`config.mk`:
```
export PLATFORM = sky130hd
export DESIGN_NAME = code_sequencer
export DESIGN_NICKNAME = d
export VERILOG_FILES = /design/src/rtl/code_sequencer.sv
export SDC_FILE = /design/constraint.sdc
export NUM_CORES = 2
export LEC_CHECK = 0
export CORE_AREA = 2 2 321 323
export CTS_CLUSTER_DIAMETER = 150
export DETAILED_ROUTE_END_ITERATION = 16
export DIE_AREA = 0 0 323 325
export PLACE_DENSITY_LB_ADDON = 0.25
export RECOVER_POWER = 100
export SLEW_MARGIN = 10
export SYNTH_ARGS = -nofsm -noshare
export SYNTH_HDL_FRONTEND = slang
export SYNTH_SLANG_ARGS = --single-unit
```
`constraint.sdc`:
```
create_clock -name clk -period 8.6 [get_ports clk]
set_input_delay 1.29 -clock clk [delete_from_list [all_inputs] [get_ports clk]]
set_output_delay 1.29 -clock clk [all_outputs]
set_load 0.1 [all_outputs]
```
`src/rtl/code_sequencer.sv`:
```
// code_sequencer: multi-context instruction store. One DEPTH x CODE_WIDTH code
// array shared by CONTEXTS program counters; each cycle one context may
// restart, jump or advance, and the word at its new PC is presented one cycle
// later. A write to the line being fetched in the same cycle is bypassed.

package code_sequencer_pkg;
    // Request bits seen by a context slice, already decoded by the top.
    typedef struct packed {
        logic restart;
        logic jump;
        logic jump_ok;   // jump target lies inside the array
        logic advance;
    } ctx_req_t;
endpackage

// Per-context slice: owns one PC and halt bit, computes the next PC and
// whether a fetch happens when this context is the one selected.
module code_sequencer_ctx
    import code_sequencer_pkg::*;
#(
    parameter int DEPTH  = 128,
    parameter int WRAP   = 1,
    parameter int ADDR_W = 7
) (
    input  logic              clk,
    input  logic              reset,
    input  logic              sel,
    input  ctx_req_t          req,
    input  logic [ADDR_W-1:0] jump_addr,
    output logic [ADDR_W-1:0] pc,
    output logic [ADDR_W-1:0] np,
    output logic              halt,
    output logic              fetch
);
    localparam logic [ADDR_W-1:0] LAST = ADDR_W'(DEPTH - 1);

    logic halt_nx;

    // Next-PC decode with restart > jump > advance priority.
    always_comb begin
        fetch   = 1'b0;
        np      = pc;
        halt_nx = halt;
        if (sel) begin
            if (req.restart) begin
                fetch   = 1'b1;
                np      = '0;
                halt_nx = 1'b0;
            end else if (req.jump) begin
                if (req.jump_ok) begin
                    fetch   = 1'b1;
                    np      = jump_addr;
                    halt_nx = 1'b0;
                end else begin
                    halt_nx = 1'b1;
                end
            end else if (req.advance && !halt) begin
                if (pc != LAST) begin
                    fetch = 1'b1;
                    np    = pc + 1'b1;
                end else if (WRAP != 0) begin
                    fetch = 1'b1;
                    np    = '0;
                end else begin
                    halt_nx = 1'b1;
                end
            end
        end
    end

    // PC moves only on a fetch; halt follows the decode.
    always_ff @(posedge clk or negedge reset) begin
        if (!reset) begin
            pc   <= '0;
            halt <= 1'b0;
        end else begin
            if (fetch) pc <= np;
            halt <= halt_nx;
        end
    end
endmodule

module code_sequencer
    import code_sequencer_pkg::*;
#(
    parameter int CODE_WIDTH = 12,
    parameter int DEPTH      = 128,
    parameter int CONTEXTS   = 4,
    parameter int WRAP       = 1,
    parameter int ADDR_W     = $clog2(DEPTH),
    parameter int CTX_W      = (CONTEXTS > 1) ? $clog2(CONTEXTS) : 1
) (
    input  logic                  clk,
    input  logic                  reset,
    input  logic                  enable,
    input  logic [CTX_W-1:0]      ctx_sel,
    input  logic                  advance,
    input  logic                  jump,
    input  logic [ADDR_W-1:0]     jump_addr,
    input  logic                  restart,
    input  logic                  wr_en,
    input  logic [ADDR_W-1:0]     wr_addr,
    input  logic [CODE_WIDTH-1:0] wr_data,
    output logic [CODE_WIDTH-1:0] code,
    output logic [ADDR_W-1:0]     code_index,
    output logic [CTX_W-1:0]      code_ctx,
    output logic                  code_valid,
    output logic [CONTEXTS-1:0]   halted,
    output logic                  fault
);
    localparam logic [ADDR_W:0] DEPTH_L = (ADDR_W + 1)'(DEPTH);

    logic [CODE_WIDTH-1:0] mem [DEPTH];

    ctx_req_t                       req;
    logic                           jump_ok;
    logic                           wr_ok;
    logic [CONTEXTS-1:0]            sel_vec;
    logic [CONTEXTS-1:0]            fetch_vec;
    logic [CONTEXTS-1:0]            halt_vec;
    logic [CONTEXTS-1:0][ADDR_W-1:0] pc_vec;
    logic [CONTEXTS-1:0][ADDR_W-1:0] np_vec;
    logic [ADDR_W-1:0]              np_sel;
    logic                           fetch_any;
    logic                           fault_nx;

    // Targets can exceed DEPTH when DEPTH is not a power of two.
    assign jump_ok = {1'b0, jump_addr} < DEPTH_L;
    assign wr_ok   = {1'b0, wr_addr}   < DEPTH_L;

    assign req = '{restart: restart, jump: jump, jump_ok: jump_ok, advance: advance};

    genvar gi;
    generate
        for (gi = 0; gi < CONTEXTS; gi++) begin : g_ctx
            // Out-of-range ctx_sel matches no slice, so it acts as no request.
            assign sel_vec[gi] = enable && (ctx_sel == CTX_W'(gi));

            code_sequencer_ctx #(
                .DEPTH  (DEPTH),
                .WRAP   (WRAP),
                .ADDR_W (ADDR_W)
            ) u_ctx (
                .clk       (clk),
                .reset     (reset),
                .sel       (sel_vec[gi]),
                .req       (req),
                .jump_addr (jump_addr),
                .pc        (pc_vec[gi]),
                .np        (np_vec[gi]),
                .halt      (halt_vec[gi]),
                .fetch     (fetch_vec[gi])
            );
        end
    endgenerate

    assign halted    = halt_vec;
    assign fetch_any = |fetch_vec;
    assign fault_nx  = (|sel_vec) && jump && !restart && !jump_ok;

    // At most one slice fetches, so an AND-OR mux picks its next PC without
    // indexing by a possibly out-of-range ctx_sel.
    always_comb begin
        np_sel = '0;
        for (int i = 0; i < CONTEXTS; i++) begin
            if (fetch_vec[i]) np_sel = np_sel | np_vec[i];
        end
    end

    // Code array write port; contents are deliberately not reset.
    always_ff @(posedge clk) begin
        if (wr_en && wr_ok) mem[wr_addr] <= wr_data;
    end

    // Registered fetch outputs; a same-cycle write to the fetched line wins.
    always_ff @(posedge clk or negedge reset) begin
        if (!reset) begin
            code       <= '0;
            code_index <= '0;
            code_ctx   <= '0;
            code_valid <= 1'b0;
            fault      <= 1'b0;
        end else begin
            code_valid <= fetch_any;
            fault      <= fault_nx;
            if (fetch_any) begin
                code       <= (wr_en && (wr_addr == np_sel)) ? wr_data : mem[np_sel];
                code_index <= np_sel;
                code_ctx   <= ctx_sel;
            end
        end
    end
endmodule

```
# Word-level counts from Yosys, hierarchy flattened
# Memories as Yosys holds them, arrays and structs flattened. A register that Yosys moved wholly into a read port is not among the register bits.
# Cells that the tools add are included.
totals:
  output_inout_bits: 27
  inputBits: 35
  rom_bits: 0
  latch_bits: 0
  regBits: 42
  wordCells: 90
  mem_count: 1
  ramBits: 1536
mem_list:
  columns: ["memory", "words", "word_bits", "rd", "rd_clocked_by_memory_dff", "wr", "line", "source"]
  rows:
  - ["mem", 128, 12, 1, 1, 1, "113", "logic [CODE_WIDTH-1:0] mem [DEPTH];"]
op_classes:
  n_shift: 0
  n_lt_le_gt_ge: 0
  mul: 0
  n_div: 0
  add_sub_neg: 4
  reduce_logical: 20
  n_mux: 44
  bitwise: 3
  eq_ne: 7
op_table:
  columns: ["op", "count"]
  rows:
  - ["$mux W7", 24]
  - ["$add A7 B1 Y7 const B", 4]
  - ["$ne A7 B7 Y1 const B", 4]
  - ["$or A7 B7 Y7", 3]
  - ["$mux W1", 20]
  - ["$logic_and A1 B1 Y1", 8]
  - ["$reduce_and A2 Y1", 4]
  - ["$logic_not A1 Y1", 5]
  - ["$eq A2 B2 Y1 const B", 2]
  - ["$reduce_or A4 Y1", 1]
  - ["$eq A2 B1 Y1 const B", 1]
  - ["$logic_not A2 Y1", 1]
  - ["$reduce_bool A2 Y1", 1]

# Depth between registers and ports, before layout
logic_depth:
  word_depth: 13
  ltp_mapped: 17
  ltp_nobuf: 12

# Modules after synthesis
# Synthesis repeated with hierarchy kept, for this count alone.
hier_totals:
  hier_cells: 3833
  hier_area_um2: 63638.5
modules_own_cells:
  columns: ["mod", "cells_each", "seq_area_each_um2", "n_inst", "area_each_um2"]
  rows:
  - ["code_sequencer", 3501, 46674.8, 1, 60893.4]
  - ["code_sequencer_ctx at g_ctx[2].u_ctx ...", 83, 200.2, 2, 679.4]
  - ["code_sequencer_ctx at g_ctx[1].u_ctx", 85, 200.2, 1, 709.4]
  - ["code_sequencer_ctx at g_ctx[0].u_ctx", 81, 200.2, 1, 676.9]

# Worst setup path before layout
# No wires, ideal clock.
synth_timing:
  path_kind: "input -> register"
  from: "input ctx_sel[0]"
  to: "register code[5] (read register of mem)"
  cell_stages: 14
  path_slack_ps: 4627
  arrival_ps: 3841
  required_ps: 8467
  path_buffers: 4
  setup_ps: 133
  cell_sequence: "buf_2 nor3b_2 nand2_1 o21a_1 buf_2 a21oi_4 buf_4 buf_4 mux2_2 a221oi_1 o22ai_1 o2111ai_1 nor4b_1 a21oi_1"
synth_between:
  elab_chain_cells: 10
  elab_cells_between_ends: 24
  cone_classes: "3 x eq/ne; 12 x mux; 3 x bitwise; 6 x reduce/logical"
synth_rtl:
  columns: ["item", "line", "source"]
  rows:
  - ["start, declared", "96", "input logic [CTX_W-1:0] ctx_sel,"]
  - ["$logic_not A2 Y1", "137", "assign sel_vec[gi] = enable && (ctx_sel == CTX_W'(gi));"]
  - ["$logic_and A1 B1 Y1", "137", null]
  - ["$mux W7 / $mux W1 (equally long branches)", "44", "if (sel) begin"]
  - ["$mux W7", "166", "if (fetch_vec[i]) np_sel = np_sel | np_vec[i];"]
  - ["$or A7 B7 Y7", "166", null]
  - ["$mux W7", "166", null]
  - ["$or A7 B7 Y7", "166", null]
  - ["$mux W7", "166", null]
  - ["$or A7 B7 Y7", "166", null]
  - ["$mux W7", "166", null]
  - ["end, declared", "104", "output logic [CODE_WIDTH-1:0] code,"]
# Several ways; a longest one is shown, not always the timed one.
# A chain may end at the register's enable or synchronous reset.

# Worst setup path in the final report
layout_timing:
  from: "input jump"
  to: "register code[11] (read register of mem)"
layout_between:
  elab_chain_cells: 10
  elab_cells_between_ends: 32
  cone_classes: "28 x mux; 3 x bitwise; 1 x reduce/logical"
layout_rtl:
  columns: ["item", "line", "source"]
  rows:
  - ["start, declared", "98", "input logic jump,"]
  - ["$mux W7 / $mux W1 (equally long branches)", "49", "end else if (req.jump) begin"]
  - ["$mux W7 / $mux W1 (equally long branches)", "45", "if (req.restart) begin"]
  - ["$mux W7 / $mux W1 (equally long branches)", "44", null]
  - ["$mux W7", "166", null]
  - ["$or A7 B7 Y7", "166", null]
  - ["$mux W7", "166", null]
  - ["$or A7 B7 Y7", "166", null]
  - ["$mux W7", "166", null]
  - ["$or A7 B7 Y7", "166", null]
  - ["$mux W7", "166", null]
# Several ways; a longest one is shown, not always the timed one.

==> reports/results.tsv <==
metric	value	unit
final wirelength	178000	µm
top-level port count	62	
post-route setup slack	1.05	ns
largest net degree at the start of global routing	147	
total die area	0.105	mm²
first-pass GRT wire length	259000	µm
initial core utilization	0.638	
Die Span Y	325	µm
CTS tree	yes	
fmax	132	MHz
Static Leak	23.7	nW
asr flop ratio synth	0.0315	
Slew Viols, Final	1944	
sequential-to-total area share from yosys stat	0.733	
vias in the first global route	39800	
setup-violating endpoint count in the final report	0	
GRT Util Overall	0.337	
Die X	323	µm
Post-Synthesis Cells	4723	
gr ovfl total	0	
clk slew on worst S/H paths	0.06	ns
Yosys reg bits	1586	
Final ANT Viol Nets	0	
Hold Crit Class	reg -> reg	
Worst-Skew Late Latency	0.77	ns
Detail Placement HPWL	104000	µm
largest family of logic cells by synthesized area	simple AND/OR/NAND/NOR gates	
share of layout cells above drive strength 1	0.0640	
area used by multi-input combinational logic	0.0157	mm²
clk root buf	clkbuf_16	
Filler cells	6720	
H-tree level count	4	
Clock Path Buffers	3	
dpl ws	1.07	ns
number of CTS-inserted buffers	155	
final clock skew	0.0375	ns
pwr dens	232	mW/mm²
post-DR vias/cell	6.71	
number of port buffers	56	
post-CTS setup buffers	0	
setup TNS	0	ns
mux contribution to synthesized area	0.0371	
routed via count	42200	
Final Hold Fails	0	
post-route minimum period	7.55	ns
simple-gate share of the synthesized area	0.114	
nets	4828	
initial DRC count	6781	
Post-Synth Adder-Cell Area	0.000775	
CTS sink count	1586	
RSZ-0062 raised after global routing	false	
maximum VDD drop	0.234	mV
GPL Wtd Cong	0.948	
CP endpoint kind	flip-flop	
residual DRC count	0	
number of synthesized flops with an enable pin	1536	
Site Rows	117	
wire per inst	28.3	µm
post_cts resized	0	
Final Cycle Share	0.878	
Post-Synth XOR/XNOR Area	0.00231	
WS Path Type	in -> reg	
CP arrival	8.25	ns
failing checks	max-capacitance violations, max-slew violations	
final instance area	0.0711	mm²
top_reg_cell synth	edfxtp_1	
synthesized area	0.0646	mm²
startpoint types	input pin	
compound-cell area share of the yosys netlist	0.0870	
worst endpoint required time	9.30	ns
initial antenna violation count	15	
outcome	finished with violations	
Syn-to-layout area delta	10.1	%
Worst Path Max Fanout	33	
core area	0.101	mm²
DP Area	0.0668	mm²
max capacitance violation total	40	
register area	0.0474	mm²
Yosys warning total	0	
Avg Cell Area, Syn	13.7	µm²
Max-Slew Margin vs Limit	-2.10	
Synth cell types	84	
Hold Buf Count CTS	0	
Least-Margin Pin Slew	4.65	ns
DRT Pass-1 Iters	6	
[logic make-up after synthesis]
kind of cell,count (synthesis)
buffers and inverters,330
other,1
DFF,1586
and+or+nand+nor,1684
muxes,239
xor gates and xnor gates,17
adders and majority gates,4
AOI/OAI and AO/OA,862
[layout by cell type, fill, tap and decap left out, types with 7 or more instances in the layout]
master           netlist  routed
clkbuf_16              0     160
o21ai_0               93      95
clkinv_1               0      24
a2111oi_0             14      14
dlygate4sd3_1          0      30
a211oi_1              97      96
buf_12                 0      15
a22o_1                17      17
mux2i_1              234     234
o22ai_1               24      24
dfrtp_1               50      50
buf_4                 38      44
clkbuf_1             106     177
or3_1                 15      15
edfxtp_1            1536    1536
diode_2                0       7
a31o_2                12      12
o211ai_1              10      11
o21a_1                 7       7
nand4_1               39      39
o2bb2ai_1             12      12
a221oi_1              77      77
nand3_1              357     357
a22oi_1               61      61
and3_1                11      11
xnor2_1               11      11
nor2b_1               10      10
nand2_1              968     969
a21o_1                11      10
clkdlybuf4s50_1        0      13
nor2_1               167     167
a31oi_1               16      16
a21oi_1              346     345
clkinv_2               0      20
and2_1                24      24
nor4_1                45      40
o2111ai_1             12      13
nor3_1                11      11
[registers in the layout, summed over array words and instances, names as in the netlist]
signal,flops
code,12
code_ctx,2
code_index,7
code_valid,1
g_ctx.u_ctx.pc,28
mem,1536
[metal layers]
layer  wire length, µm  vias up  global-route usage
met3             23000      550              0.0832
met1             64300    20800               0.466
met2             81400     2858               0.510
met5               149        -                   0
met4              9090       22               0.153
li1                  -    18000                   -
[power by group]
group / switching (mW) / internal [mW]
clock: 2.82 / 3.65
combinational: 1.04 / 0.345
sequential: 0.0804 / 8.56
[worst max-delay path: stages]
cell and delay, ns:
dlygate4sd3_1 0.98, inv_1 0.63, o21ai_0 1.02, a2111o_1 0.26, o311a_1 0.59, nand2_2 0.67, nand2_1 0.94, a211oi_1 0.20
nor4_1 1.18, a211oi_1 0.24, a21oi_1 0.22
[final cells by class]
type / count / share of cell area
Sequential cell: 1586 / 0.666
Multi-Input combinational cell: 2811 / 0.220
Clock buffer: 217 / 0.0602
Tap cell: 1368 / 0.0241
Timing Repair Buffer: 229 / 0.0216
Clock inverter: 60 / 0.00692
Inverter: 6 / 0.000317
Antenna cell: 7 / 0.000246
[cells in the mapped netlist, types with 38 or more instances]
master / instances / share of area
a21oi_1: 346 / 0.027
clkbuf_1: 106 / 0.0062
a221oi_1: 77 / 0.010
nand4_1: 39 / 0.0038
a211oi_1: 97 / 0.011
edfxtp_1: 1536 / 0.71
buf_4: 38 / 0.0044
nor2_1: 167 / 0.0097
o21ai_0: 93 / 0.0072
nor4_1: 45 / 0.0044
dfrtp_1: 50 / 0.019
a22oi_1: 61 / 0.0071
nand3_1: 357 / 0.028
mux2i_1: 234 / 0.036
nand2_1: 968 / 0.056
buf_2: 144 / 0.011
[per-stage QoR]
step	hold slack (ns)	total power [mW]	util	std cells
after floorplan	0.468	9.59	-	4727
after global placement	0.459	10.1	0.659	5998
after detailed placement	0.469	10.1	0.660	6000
after CTS	0.482	16.5	0.707	6277
after global routing	0.502	16.9	0.702	6277
final	0.473	16.5	0.702	6284
[worst paths after layout]
path / slack [ns] / to / cells past startpoint / startpoint
setup reg to reg: 2.72 / code[1] / 12 / g_ctx[1].u_ctx.pc[0]
hold reg to reg: 0.47 / code_index[5] / 1 / code_index[5]
max in group asynchronous: 4.60 / code_index[3] / 2 / reset
setup / recovery: 1.05 / code[11] / 11 / jump
min in group asynchronous: 1.92 / g_ctx[0].u_ctx.pc[1] / 2 / reset
hold / removal: 0.47 / code_index[5] / 1 / code_index[5]
Power figures use the tool's default switching activity.
